--- src/rtl/alu_mon_pkg.sv ---
// Shared field layout and FSM encoding for the ALU result monitor.
// Records are packed as {opcode, in_a, in_b, alu_out, a_in_zero}, MSB first.
package alu_mon_pkg;

    localparam int OPC_W   = 4;
    localparam int OPD_W   = 4;
    localparam int RES_W   = 5;
    localparam int TUP_W   = OPC_W + 2 * OPD_W;
    localparam int REC_W   = 18;

    localparam int ZF_LSB  = 0;
    localparam int RES_LSB = ZF_LSB + 1;
    localparam int B_LSB   = RES_LSB + RES_W;
    localparam int A_LSB   = B_LSB + OPD_W;
    localparam int OPC_LSB = A_LSB + OPD_W;

    typedef enum logic [1:0] {
        ST_IDLE   = 2'd0,
        ST_SETTLE = 2'd1,
        ST_HOLD   = 2'd2
    } mon_state_e;

    function automatic logic [REC_W-1:0] pack_record(
        input logic [OPC_W-1:0] opc,
        input logic [OPD_W-1:0] a,
        input logic [OPD_W-1:0] b,
        input logic [RES_W-1:0] res,
        input logic             zf
    );
        return {opc, a, b, res, zf};
    endfunction

endpackage

--- src/rtl/alu_mon_fifo.sv ---
// First-word fall-through FIFO with a registered head word.
// Pointers carry one extra wrap bit so full and empty are distinguishable.
module alu_mon_fifo #(
    parameter int WIDTH = 18,
    parameter int DEPTH = 8
) (
    input  logic             clk,
    input  logic             rst,
    input  logic             push,
    input  logic             pop,
    input  logic [WIDTH-1:0] wr_data,
    output logic             full,
    output logic             empty,
    output logic             valid,
    output logic [WIDTH-1:0] rd_data
);

    localparam int AW = $clog2(DEPTH);
    localparam logic [AW:0] PTR_ONE = (AW + 1)'(32'd1);

    logic [WIDTH-1:0] mem_r [DEPTH];
    logic [AW:0]      wr_ptr_r;
    logic [AW:0]      rd_ptr_r;
    logic [AW:0]      wr_ptr_nxt_s;
    logic [AW:0]      rd_ptr_nxt_s;
    logic             push_ok_s;
    logic             pop_ok_s;
    logic             full_s;
    logic             empty_s;
    logic             valid_r;
    logic [WIDTH-1:0] rd_data_r;

    assign empty_s = (wr_ptr_r == rd_ptr_r);
    assign full_s  = (wr_ptr_r[AW-1:0] == rd_ptr_r[AW-1:0]) && (wr_ptr_r[AW] != rd_ptr_r[AW]);

    // Accept/advance decisions; a full FIFO still accepts when it pops in the same cycle.
    always_comb begin
        pop_ok_s     = pop && !empty_s;
        push_ok_s    = push && (!full_s || pop_ok_s);
        wr_ptr_nxt_s = wr_ptr_r;
        rd_ptr_nxt_s = rd_ptr_r;
        if (push_ok_s) begin
            wr_ptr_nxt_s = wr_ptr_r + PTR_ONE;
        end else begin
            wr_ptr_nxt_s = wr_ptr_r;
        end
        if (pop_ok_s) begin
            rd_ptr_nxt_s = rd_ptr_r + PTR_ONE;
        end else begin
            rd_ptr_nxt_s = rd_ptr_r;
        end
    end

    // Storage array write port.
    always_ff @(posedge clk) begin
        if (push_ok_s) begin
            mem_r[wr_ptr_r[AW-1:0]] <= wr_data;
        end
    end

    // Pointers and registered head; the head bypasses from wr_data when the new word is the head.
    always_ff @(posedge clk) begin
        if (rst) begin
            wr_ptr_r  <= {(AW + 1){1'b0}};
            rd_ptr_r  <= {(AW + 1){1'b0}};
            valid_r   <= 1'b0;
            rd_data_r <= {WIDTH{1'b0}};
        end else begin
            wr_ptr_r <= wr_ptr_nxt_s;
            rd_ptr_r <= rd_ptr_nxt_s;
            valid_r  <= (wr_ptr_nxt_s != rd_ptr_nxt_s);
            if (wr_ptr_nxt_s != rd_ptr_nxt_s) begin
                if (rd_ptr_nxt_s == wr_ptr_r) begin
                    rd_data_r <= wr_data;
                end else begin
                    rd_data_r <= mem_r[rd_ptr_nxt_s[AW-1:0]];
                end
            end
        end
    end

    assign full    = full_s;
    assign empty   = empty_s;
    assign valid   = valid_r;
    assign rd_data = rd_data_r;

endmodule

--- src/rtl/alu_result_monitor.sv ---
// Captures one {opcode, operands, result, zero flag} record per stable ALU tuple
// and queues it for a valid/ready consumer, counting captures lost to a full queue.
module alu_result_monitor
    import alu_mon_pkg::*;
#(
    parameter int DEPTH         = 8,
    parameter int SETTLE_CYCLES = 2,
    parameter int CNT_W         = 8
) (
    input  logic             clk,
    input  logic             rst,
    input  logic             sample_en,
    input  logic [3:0]       opcode,
    input  logic [3:0]       in_a,
    input  logic [3:0]       in_b,
    input  logic [4:0]       alu_out,
    input  logic             a_in_zero,
    output logic             rd_valid,
    input  logic             rd_ready,
    output logic [17:0]      rd_data,
    output logic             overflow,
    output logic [CNT_W-1:0] drop_cnt,
    output logic             busy
);

    localparam int SC_W = (SETTLE_CYCLES > 1) ? $clog2(SETTLE_CYCLES) : 1;
    localparam logic [SC_W-1:0]  SETTLE_LAST = SC_W'(SETTLE_CYCLES - 32'sd1);
    localparam logic [SC_W-1:0]  SC_ONE      = SC_W'(32'd1);
    localparam logic [CNT_W-1:0] CNT_MAX     = {CNT_W{1'b1}};
    localparam logic [CNT_W-1:0] CNT_ONE     = CNT_W'(32'd1);

    mon_state_e       state_r;
    logic [TUP_W-1:0] prev_t_r;
    logic             primed_r;
    logic [SC_W-1:0]  cnt_r;
    logic             busy_r;
    logic             overflow_r;
    logic [CNT_W-1:0] drop_cnt_r;

    logic [TUP_W-1:0] tuple_s;
    logic             change_s;
    logic             push_s;
    logic             pop_s;
    logic             drop_s;
    logic             full_s;
    logic             empty_s;
    logic [REC_W-1:0] record_s;

    assign tuple_s  = {opcode, in_a, in_b};
    assign change_s = !primed_r || (tuple_s != prev_t_r);
    assign record_s = pack_record(opcode, in_a, in_b, alu_out, a_in_zero);

    // Capture strobe: the tuple survived the full settle window unchanged.
    always_comb begin
        push_s = 1'b0;
        if (!rst && sample_en && (state_r == ST_SETTLE) && !change_s && (cnt_r == SETTLE_LAST)) begin
            push_s = 1'b1;
        end else begin
            push_s = 1'b0;
        end
        pop_s  = !empty_s && rd_ready;
        drop_s = push_s && full_s && !pop_s;
    end

    // Settle FSM; dropping sample_en abandons any settle but keeps the primed flag.
    always_ff @(posedge clk) begin
        if (rst) begin
            state_r  <= ST_IDLE;
            prev_t_r <= {TUP_W{1'b0}};
            primed_r <= 1'b0;
            cnt_r    <= {SC_W{1'b0}};
            busy_r   <= 1'b0;
        end else if (!sample_en) begin
            state_r <= ST_IDLE;
            busy_r  <= 1'b0;
        end else begin
            case (state_r)
                ST_IDLE: begin
                    if (change_s) begin
                        prev_t_r <= tuple_s;
                        primed_r <= 1'b1;
                        cnt_r    <= {SC_W{1'b0}};
                        state_r  <= ST_SETTLE;
                        busy_r   <= 1'b1;
                    end
                end
                ST_SETTLE: begin
                    if (change_s) begin
                        prev_t_r <= tuple_s;
                        cnt_r    <= {SC_W{1'b0}};
                    end else if (cnt_r == SETTLE_LAST) begin
                        state_r <= ST_HOLD;
                        busy_r  <= 1'b0;
                    end else begin
                        cnt_r <= cnt_r + SC_ONE;
                    end
                end
                ST_HOLD: begin
                    if (change_s) begin
                        prev_t_r <= tuple_s;
                        cnt_r    <= {SC_W{1'b0}};
                        state_r  <= ST_SETTLE;
                        busy_r   <= 1'b1;
                    end
                end
                default: begin
                    state_r <= ST_IDLE;
                    busy_r  <= 1'b0;
                end
            endcase
        end
    end

    // Sticky overflow flag and saturating drop counter; only reset clears them.
    always_ff @(posedge clk) begin
        if (rst) begin
            overflow_r <= 1'b0;
            drop_cnt_r <= {CNT_W{1'b0}};
        end else if (drop_s) begin
            overflow_r <= 1'b1;
            if (drop_cnt_r != CNT_MAX) begin
                drop_cnt_r <= drop_cnt_r + CNT_ONE;
            end
        end
    end

    alu_mon_fifo #(
        .WIDTH (REC_W),
        .DEPTH (DEPTH)
    ) u_fifo (
        .clk     (clk),
        .rst     (rst),
        .push    (push_s),
        .pop     (pop_s),
        .wr_data (record_s),
        .full    (full_s),
        .empty   (empty_s),
        .valid   (rd_valid),
        .rd_data (rd_data)
    );

    assign overflow = overflow_r;
    assign drop_cnt = drop_cnt_r;
    assign busy     = busy_r;

endmodule

--- config.mk ---
export PLATFORM = sky130hd
export DESIGN_NAME = alu_result_monitor
export DESIGN_NICKNAME = d
export VERILOG_FILES = /design/src/rtl/alu_mon_pkg.sv /design/src/rtl/alu_mon_fifo.sv /design/src/rtl/alu_result_monitor.sv
export SDC_FILE = /design/constraint.sdc
export NUM_CORES = 1
export LEC_CHECK = 0
export BUFFER_PORTS_ARGS = -buffer_cell sky130_fd_sc_hd__buf_2
export CAP_MARGIN = 15
export CORE_MARGIN = 4
export CORE_UTILIZATION = 25
export CTS_BUF_LIST = sky130_fd_sc_hd__clkbuf_8
export DETAILED_ROUTE_END_ITERATION = 10
export PLACE_DENSITY = 0.47
export SLEW_MARGIN = 20
export SYNTH_ARGS = -nofsm -noshare
export SYNTH_HDL_FRONTEND = slang
export SYNTH_SLANG_ARGS = --single-unit
--- constraint.sdc ---
create_clock -name clk -period 3.5 [get_ports clk]
set_input_delay 0.175 -clock clk [delete_from_list [all_inputs] [get_ports clk]]
set_output_delay 0.175 -clock clk [all_outputs]
set_load 0.01 [all_outputs]
Yosys cells after proc, flatten, opt, wreduce, memory -nomap -nowiden
Memory sizes are Yosys's and may differ from the RTL's.
Index checks and enable logic that the tools add are counted.
W data, S select, Z words.
{"block": "classes", "n_addsub": 4, "n_bitwise": 1, "mux": 18, "reduce_logical": 28, "eq_ne": 12}
{"cell": "$mux W18", "count": 1}
{"cell": "$ne A12 B12 Y1", "count": 1}
{"cell": "$reduce_and A3 Y1", "count": 4}
{"cell": "$logic_and A1 B1 Y1", "count": 10}
{"cell": "$mux W1", "count": 9}
{"cell": "$add A4 B1 Y4 const B", "count": 2}
{"cell": "$add A8 B1 Y8 const B", "count": 1}
{"cell": "$eq A4 B4 Y1", "count": 2}
{"cell": "$mux W4", "count": 2}
{"cell": "$ne A8 B8 Y1 const B", "count": 1}
{"cell": "$logic_not A1 Y1", "count": 6}
{"cell": "$mux W2", "count": 3}
{"cell": "$ne A2 B2 Y1 const B", "count": 2}
{"cell": "$ne A4 B4 Y1", "count": 1}
{"cell": "$pmux W1 S2", "count": 2}
{"cell": "$pmux W2 S2", "count": 1}
{"cell": "$reduce_or A2 Y1", "count": 2}
{"cell": "$eq A3 B3 Y1", "count": 1}
{"cell": "$reduce_or A3 Y1", "count": 1}
{"cell": "$eq A2 B1 Y1 const B", "count": 1}
{"cell": "$eq A2 B2 Y1 const B", "count": 1}
{"cell": "$logic_not A2 Y1", "count": 1}
{"cell": "$logic_or A1 B1 Y1", "count": 2}
{"cell": "$ne A2 B1 Y1 const B", "count": 1}
{"cell": "other kinds (5)", "count": 5}
{"block": "totals", "word_cells": 75, "reg_bits": 53, "ramBits": 144, "out_inout_bits": 29, "inputBits": 22, "memories": 1}
{"name": "u_fifo.mem_r", "depth": 8, "word_bits": 18, "rd": 1, "rd_clocked_by_memory_dff": 0, "wr": 1, "line_no": "alu_mon_fifo.sv:21", "source": "logic [WIDTH-1:0] mem_r [DEPTH];"}

Logic depth before layout (Yosys ltp)
Gate-level depths: netlist of run 1.
{"block": "logic_depth", "ltp_word": 9, "mapped_depth": 12, "ltp_nobuf": 9}

Hierarchy
A second synthesis of run 1 with hierarchy kept.
{"block": "hier_totals", "cells_unflattened": 673, "hier_area_um2": 8861.0}
{"mod": "alu_mon_fifo", "seq_area_each_um2": 4864.7, "cells_per_inst": 520, "area_each_um2": 7467.2, "n_inst": 1}
{"mod": "alu_result_monitor", "seq_area_each_um2": 520.5, "cells_per_inst": 153, "area_each_um2": 1393.8, "n_inst": 1}

Worst setup path after synthesis of run 1
No wires, ideal clock.
{"block": "synth_timing", "path_type": "reg-to-reg", "from": "reg prev_t_r[2]", "to": "mem u_fifo.mem_r[2][0] (enable)", "path_buffers": 1, "t_required_ns": 3.054, "arrival_time_ns": 3.322, "setup_ns": 0.446, "slack_ns": -0.268, "stages_incl_launch_ff": 7, "synth_period_minus_slack_ns": 3.768, "cell_sequence": "dfxtp_1 > xnor2_1 > nand4_1 > nor4_4 > nand4_1 > buf_2 > nor4b_1"}
{"block": "synth_via", "elab_chain_cells": 9}
{"element": "from (decl)", "line_no": "alu_result_monitor.sv:33", "source": "logic [TUP_W-1:0] prev_t_r;"}
{"element": "from (signal assigned)", "line_no": "alu_result_monitor.sv:69", "source": "prev_t_r <= {TUP_W{1'b0}};"}
{"element": "from (signal assigned)", "line_no": "alu_result_monitor.sv:80", "source": "prev_t_r <= tuple_s;"}
{"element": "from (signal assigned)", "line_no": "alu_result_monitor.sv:89", "source": "prev_t_r <= tuple_s;"}
{"element": "$ne A12 B12 Y1", "line_no": "alu_result_monitor.sv:50", "source": "assign change_s = !primed_r || (tuple_s != prev_t_r);"}
{"element": "$logic_or A1 B1 Y1", "line_no": "alu_result_monitor.sv:50"}
{"element": "$logic_not A1 Y1", "line_no": "alu_result_monitor.sv:56", "source": "if (!rst && sample_en && (state_r == ST_SETTLE) && !change_s && (cnt_r == SETTLE_LAST)) begin"}
{"element": "$logic_and A1 B1 Y1 (2 in series)", "line_no": "alu_result_monitor.sv:56"}
{"element": "$mux W1", "line_no": "alu_result_monitor.sv:56"}
{"element": "$logic_and A1 B1 Y1", "line_no": "alu_mon_fifo.sv:39", "source": "push_ok_s = push && (!full_s || pop_ok_s);"}
{"element": "$mux W1", "line_no": "alu_mon_fifo.sv:56", "source": "if (push_ok_s) begin"}
{"element": "$mux W1 (not written as such)", "line_no": "alu_mon_fifo.sv:57", "source": "mem_r[wr_ptr_r[AW-1:0]] <= wr_data;"}
{"element": "to (decl)", "line_no": "alu_mon_fifo.sv:21"}
Every way passes these cells.

Worst setup path in the final report of run 1
{"block": "layout_timing", "from": "reg u_fifo.rd_ptr_r[2]", "to": "reg u_fifo.valid_r (netlist: u_fifo.valid)"}
{"block": "layout_via", "elab_chain_cells": 8, "elab_cells_between_ends": 13, "cone_classes": "add/sub (1); eq/ne (3); mux (2); reduce/logical (7)"}
{"element": "from (decl)", "line_no": "alu_mon_fifo.sv:23", "source": "logic [AW:0] rd_ptr_r;"}
{"element": "from (signal assigned)", "line_no": "alu_mon_fifo.sv:65", "source": "rd_ptr_r <= {(AW + 1){1'b0}};"}
{"element": "from (signal assigned)", "line_no": "alu_mon_fifo.sv:70", "source": "rd_ptr_r <= rd_ptr_nxt_s;"}
{"element": "$eq A4 B4 Y1", "line_no": "alu_mon_fifo.sv:33", "source": "assign empty_s = (wr_ptr_r == rd_ptr_r);"}
{"element": "$logic_not A1 Y1", "line_no": "alu_mon_fifo.sv:38, alu_result_monitor.sv:61"}
{"element": "$logic_and A1 B1 Y1", "line_no": "alu_result_monitor.sv:61", "source": "pop_s = !empty_s && rd_ready;"}
{"element": "$logic_and A1 B1 Y1", "line_no": "alu_mon_fifo.sv:38", "source": "pop_ok_s = pop && !empty_s;"}
{"element": "$logic_or A1 B1 Y1", "line_no": "alu_mon_fifo.sv:39"}
{"element": "$logic_and A1 B1 Y1", "line_no": "alu_mon_fifo.sv:39"}
{"element": "$mux W4", "line_no": "alu_mon_fifo.sv:42", "source": "if (push_ok_s) begin"}
{"element": "$ne A4 B4 Y1 *", "line_no": "alu_mon_fifo.sv:71", "source": "valid_r <= (wr_ptr_nxt_s != rd_ptr_nxt_s);"}
{"element": "to (signal assigned)", "line_no": "alu_mon_fifo.sv:71"}
{"element": "to (decl)", "line_no": "alu_mon_fifo.sv:30", "source": "logic valid_r;"}
Mark *: on every way between the ends. The rest lies on a longest branch, timed or not.
A chain may end at the register's enable or synchronous reset.

==> impl_metrics.py, run 1 <==
metrics = {
    "outcome": {
        "status": "finished clean",
    },
    "setup_path": {
        "cp_max_fo": 12,
        "cp.required_ns": 3.86,
        "critPathBufInv": 1,
        "r2r_slack_ns": 0.47,
        "crit_family": "compound AO/OA/AOI/OAI gates",
        "worstPathCellList": "xor2_4 -> o41ai_4 -> o311ai_0 -> o311a_1 -> a2111oi_2 -> a21oi_1 -> or4_1 -> buf_4 -> nor2b_1",
        "crit_cells": 9,
        "crit_path_end_kind": "flip-flop",
        "start_kind": "flip-flop",
        "worst_r2r_path_depth": 9,
        "worstPathArrival_ns": 3.39,
        "cp_slowest_stage_delay_ns": 0.57,
        "slowest_stage": "dfxtp_1",
        "crit_type": "flip-flop to flip-flop",
    },
    "finish": {
        "design_area_um2": 9953,
        "final_cells": 1171,
        "layout.nets": 735,
        "num_antenna_cells": 0,
        "drive_gt1_share_pct": 18.67,
        "area_delta_synth_final_pct": 17.66,
    },
    "synth": {
        "ys_ff_latch": 197,
        "synthArstFlopShare_pct": 0,
        "synth_edf_count": 144,
        "synth_area_um2": 8459,
        "ys_types": 43,
        "syn_inst": 630,
        "yosysTopAreaCell": "edfxtp_1",
        "synth.avg_cell_area_um2": 13.43,
        "ys_seq_area_share_pct": 63.66,
        "synth_area_leaders": "edfxtp_1 (51%), mux2i_1 (15%), dfxtp_1 (13%), a21oi_1 (2.7%), xnor2_1 (2.3%)",
        "synth_top_cell_area_share_pct": 51.12,
        "synth_nets": 655,
        "yosysWarnings": 0,
        "yosys_most_used_dff": "edfxtp_1",
    },
    "floorplan": {
        "rows": 67,
        "start_util_pct": 25.29,
        "core_um2": 33450,
        "die_area_um2": 36840,
        "die_w_um": 192.0,
        "boundaryPins": 51,
        "chipHeight_um": 192.0,
    },
    "clock_tree": {
        "cts-root-buf": "clkbuf_8",
        "cts_buffers": 17,
        "insertion_delay_ns": 0.49,
        "htree_levels": 4,
        "clockBufferDepth": 2,
        "cts_tree": "built",
        "postCtsSetupRepairBufs": 0,
        "clk_pin_slew_ns": 0.11,
        "clkSinkCount": 197,
    },
    "route": {
        "drt_iter0_drc": 206,
        "wl_per_cell_um": 16.61,
        "ant_nets": 0,
        "vias_per_cell": 4.304,
        "drt-total-wl_um": 19450,
        "drc": 0,
        "dr.pass1.iters": 5,
        "vias": 5040,
    },
    "job": {
        "drv_cap": 0,
    },
    "global_routing": {
        "grt-ovfl-total": 0,
        "grt_pass1_vias": 5093,
        "grt_pass1_wl_um": 30000,
        "antenna_found_initial": 0,
        "track_usage_pct": 10.78,
        "grt_start_max_net_pins": 69,
    },
    "sta": {
        "report.final.hold_viol_count": 0,
        "setup_viol": 0,
        "relSlewSlack_pct": 51.55,
        "rsz0062_at_grt": "false",
        "post-route-min-period_ns": 3.035,
        "post-route-period-util_pct": 86.71,
        "fmax_mhz": 329.5,
        "skew_ns": 0.01995,
        "tightest_slew_ns": 0.7267,
        "slew_violations": 0,
        "holdWs_ns": 0.02509,
    },
    "min_path": {
        "holdPathStages": 1,
        "worstHoldPathType": "input port to flip-flop",
    },
    "power_and_ir_drop": {
        "p_per_area_nw_per_um2": 413.7,
        "p_leak_nw": 4.118,
        "ir_drop_v": 0.0002221,
    },
    "placed_design": {
        "globalplace.congestion": 0.7511,
        "port_buffers": 50,
        "place_area_um2": 9409,
        "place_inst": 1125,
        "dp_hpwl_um": 12580,
    },
}
layout by cell type (no fill, tap or decap), types with 3 or more instances in the layout:
cell type | netlist | final
nor3_2 | 1 | 3
nor3_1 | 7 | 5
nand3_1 | 7 | 7
o21ai_0 | 8 | 8
o221ai_1 | 18 | 18
xnor2_1 | 22 | 20
dfxtp_1 | 53 | 53
dlygate4sd3_1 | 0 | 14
and3_1 | 3 | 3
nand2_1 | 19 | 19
xor2_1 | 8 | 8
inv_8 | 0 | 7
nand4_1 | 4 | 4
clkbuf_8 | 0 | 17
or3_1 | 5 | 5
nor2_1 | 51 | 50
buf_2 | 13 | 50
inv_1 | 22 | 22
a21oi_1 | 45 | 44
buf_4 | 3 | 33
ha_1 | 3 | 3
nand2b_1 | 21 | 21
mux2i_1 | 129 | 128
edfxtp_1 | 144 | 144
layout make-up:
class | instances | area (um2)
fill | 3375 | 23500
clock inverter | 15 | 166.4
multi-input combinational | 374 | 2867
clock buffer | 17 | 234.0
inverter | 22 | 82.58
timing repair buffer | 98 | 658.1
tap | 448 | 560.5
sequential | 197 | 5385
cells by family after synthesis:
kind of cell	synth area share [%]
adder cells (fa/ha/maj)	0.4438
AND/OR/NAND/NOR	7.706
multiplexers	15.26
AO/OA/AOI/OAI	6.286
XOR/XNOR	3.431
buffers and inverters	3.210
flip-flops	63.66
final timing paths:
| check | startpoint | end |
|---|---|---|
| setup / recovery | u_fifo.rd_ptr_r[2] | u_fifo.valid |
| hold / removal | in_b[1] | u_fifo.mem_r[0][7] |
| setup reg to reg | u_fifo.rd_ptr_r[2] | u_fifo.valid |
| hold reg to reg | u_fifo.rd_data[0] | u_fifo.rd_data[0] |
cells in the mapped netlist, drive strengths merged, types with 3 or more instances:
master / number
inv: 22
dfxtp: 53
buf: 24
xnor2: 22
a21oi: 45
edfxtp: 144
nand4: 4
mux2i: 129
xor2: 9
clkbuf: 13
ha: 3
nand2b: 21
or3: 5
o21ai: 8
o221ai: 18
nor3b: 3
and3: 3
nor2: 51
nand3: 7
nor3: 8
nand2: 19
flip-flops by register name (all words and copies together), names as in the netlist:
register and flops:
u_fifo.mem_r 144, u_fifo.rd_data 18, prev_t_r 12, drop_cnt 8
u_fifo.rd_ptr_r 4, u_fifo.wr_ptr_r 4, state_r 2, busy 1
cnt_r 1, overflow 1, primed_r 1, u_fifo.valid 1
per-stage QoR:
step	setup WS, ns	power [W]	util [%]	setup TNS, ns
3_5_place_dp	0.3757	0.002688	28.13	0
6_report	0.4653	0.004117	29.76	0
5_1_grt	0.1495	0.004286	29.76	0
4_1_cts	0.3315	0.004175	29.75	0
2_1_floorplan	-0.2678	0.002628	-	-10.77
3_3_place_gp	0.4316	0.002687	28.13	0
where the power goes:
part	internal, W	switching [W]	leakage, nW
registers	0.00251	0.00000714	1.72
logic	0.0000526	0.0000802	2.19
clock network	0.000549	0.000923	0.203
total	0.00311	0.00101	4.12
routing by layer:
| metal | track usage [%] | wire (um) | up-vias |
|---|---|---|---|
| met3 | 2.526 | 693 | 20 |
| met2 | 17.50 | 9229 | 72 |
| met1 | 14.62 | 9336 | 2462 |
| met5 | 0 | 0 | - |
| li1 | - | - | 2486 |
| met4 | 2.597 | 192 | 0 |
what timing repair did:
item | in CTS | in global routing
setup endpoints to repair | 0 | 3
endpoints found under the hold margin | 94 | 0
hold buffers | 14 | 0
resized for setup | 0 | 1
Power figures use the tool's default switching activity.
==> run 2: changes to the inputs <==
--- a/config.mk
+++ b/config.mk
@@ -12,6 +12,7 @@
 export CTS_BUF_LIST = sky130_fd_sc_hd__clkbuf_8
 export DETAILED_ROUTE_END_ITERATION = 10
 export PLACE_DENSITY = 0.47
+export RECOVER_POWER = 100
 export SLEW_MARGIN = 20
 export SYNTH_ARGS = -nofsm -noshare
 export SYNTH_HDL_FRONTEND = slang
==> impl_metrics.py, run 2 (same netlist as run 1, synthesis figures left out) <==
metrics = {
    "outcome": {
        "status": "finished clean",
    },
    "setup_path": {
        "startpoint": "u_fifo.rd_ptr_r[2]",
        "cp_max_fo": 12,
        "r2r_end": "u_fifo.valid",
        "worstPathCellList": "xor2_1 -> nor3_2 -> nand2_1 -> nand4_1 -> buf_4 -> nor2_1 -> mux2i_1 -> or4_1 -> buf_2 -> nor2b_1",
        "r2r_slack_ns": 0.35,
        "cp.required_ns": 3.83,
        "critPathBufInv": 2,
        "crit_type": "flip-flop to flip-flop",
        "cp-endpoint": "u_fifo.valid",
        "worst_r2r_path_depth": 10,
        "cp_slowest_stage_delay_ns": 0.55,
        "slowest_stage": "or4_1",
        "start_kind": "flip-flop",
        "crit_family": "simple AND/OR/NAND/NOR gates",
        "r2r-start": "u_fifo.rd_ptr_r[2]",
        "crit_path_end_kind": "flip-flop",
        "crit_cells": 10,
        "worstPathArrival_ns": 3.48,
    },
    "route": {
        "wl_per_cell_um": 16.64,
        "drt-total-wl_um": 19490,
        "vias": 5032,
        "drc": 0,
        "ant_nets": 0,
        "drt_iter0_drc": 203,
        "dr.pass1.iters": 4,
        "vias_per_cell": 4.297,
    },
    "placed_design": {
        "place_ws_ns": 0.3757,
        "globalplace.congestion": 0.7511,
        "place_area_um2": 9409,
        "port_buffers": 50,
        "dp_hpwl_um": 12580,
    },
    "global_routing": {
        "grt_pass1_vias": 5093,
        "grt_start_max_net_pins": 69,
        "grt-ovfl-total": 0,
        "grt_pass1_wl_um": 30000,
        "track_usage_pct": 10.78,
        "antenna_found_initial": 0,
    },
    "finish": {
        "num_antenna_cells": 0,
        "largest_reg_flops": 144,
        "layout.nets": 735,
        "final_common_cell": "edfxtp_1",
        "drive_gt1_share_pct": 9.405,
        "design_area_um2": 9761,
        "final_cell_mix": "edfxtp_1 (144), mux2i_1 (128), clkbuf_1 (58)",
        "fillerInstances": 3418,
        "area_delta_synth_final_pct": 15.38,
    },
    "power_and_ir_drop": {
        "p_per_area_nw_per_um2": 421.2,
        "p_leak_nw": 3.879,
        "power.total_w": 0.004112,
        "ir_drop_v": 0.0002110,
    },
    "clock_tree": {
        "clockBufferDepth": 2,
        "clkSinkCount": 197,
        "clk_pin_slew_ns": 0.11,
        "insertion_delay_ns": 0.49,
        "postCtsSetupRepairBufs": 0,
        "cts-root-buf": "clkbuf_8",
        "cts_tree": "built",
        "htree_levels": 4,
        "cts_buffers": 17,
    },
    "sta": {
        "post-route-period-util_pct": 90.11,
        "relSlewSlack_pct": 6.121,
        "post-route-min-period_ns": 3.154,
        "report.final.hold_viol_count": 0,
        "tightest_slew_ns": 1.408,
        "fmax_mhz": 317.1,
        "skew_ns": 0.02052,
        "rsz0062_at_grt": "false",
        "setup_viol": 0,
        "slew_violations": 0,
        "holdWs_ns": 0.1247,
        "worst_slack_ns": 0.3460,
    },
    "floorplan": {
        "rows": 67,
        "chipHeight_um": 192.0,
        "start_util_pct": 25.29,
        "boundaryPins": 51,
        "core_um2": 33450,
        "die_w_um": 192.0,
        "die_area_um2": 36840,
    },
    "min_path": {
        "holdPathStages": 1,
        "worstHoldPathType": "input port to flip-flop",
    },
    "job": {
        "drv_cap": 0,
    },
}
run 2: cell types whose count changed in the layout (fill, tap and decap cells not counted), sizes merged:
cell	delta
clkbuf	+70
buf	-70
run 2: repair_timing:
item                                   in CTS  in global routing
gates resized for setup                     0                  1
setup endpoints to repair                   0                  3
hold buffers                               14                  0
endpoints found under the hold margin      94                  0
run 2: worst min-delay path by stage:
stage / start / end / slack (ns)
after floorplan: a_in_zero / u_fifo.mem_r[0][0] / 0.27
final: in_b[1] / u_fifo.mem_r[4][7] / 0.12
after global placement: overflow / overflow / 0.46
after detailed placement: overflow / overflow / 0.46
after global routing: in_b[1] / u_fifo.mem_r[3][7] / 0.12
after CTS: in_b[1] / u_fifo.mem_r[4][7] / 0.003
run 2: metal layers:
metal | vias up | share of wire [%] | GRT usage, %
met2 | 68 | 48 | 17.50
li1 | 2485 | - | -
met4 | 0 | 0.87 | 2.597
met5 | - | 0 | 0
met1 | 2461 | 49 | 14.62
met3 | 18 | 2.9 | 2.526
run 2: where the power goes:
group	switching, W	internal, W
sequential	0.00000714	0.00251
combinational	0.0000808	0.0000486
clock	0.000920	0.000549
run 2: metrics by stage:
step	utilization [%]	std cells	TNS, ns
CTS	29.75	1171	0
global placement	28.13	1125	0
detailed placement	28.13	1125	0
finish	29.18	1171	0
global route	29.18	1171	0
floorplan	-	630	-10.77
run 2: area by class of cell:
type | count | area, um2 | area share (%)
Multi-Input combinational cell | 374 | 2806 | 28.75
Clock inverter | 15 | 166.4 | 1.705
Tap cell | 448 | 560.5 | 5.743
Sequential cell | 197 | 5385 | 55.17
Inverter | 22 | 82.58 | 0.8460
Timing Repair Buffer | 98 | 525.5 | 5.384
Clock buffer | 17 | 234.0 | 2.397
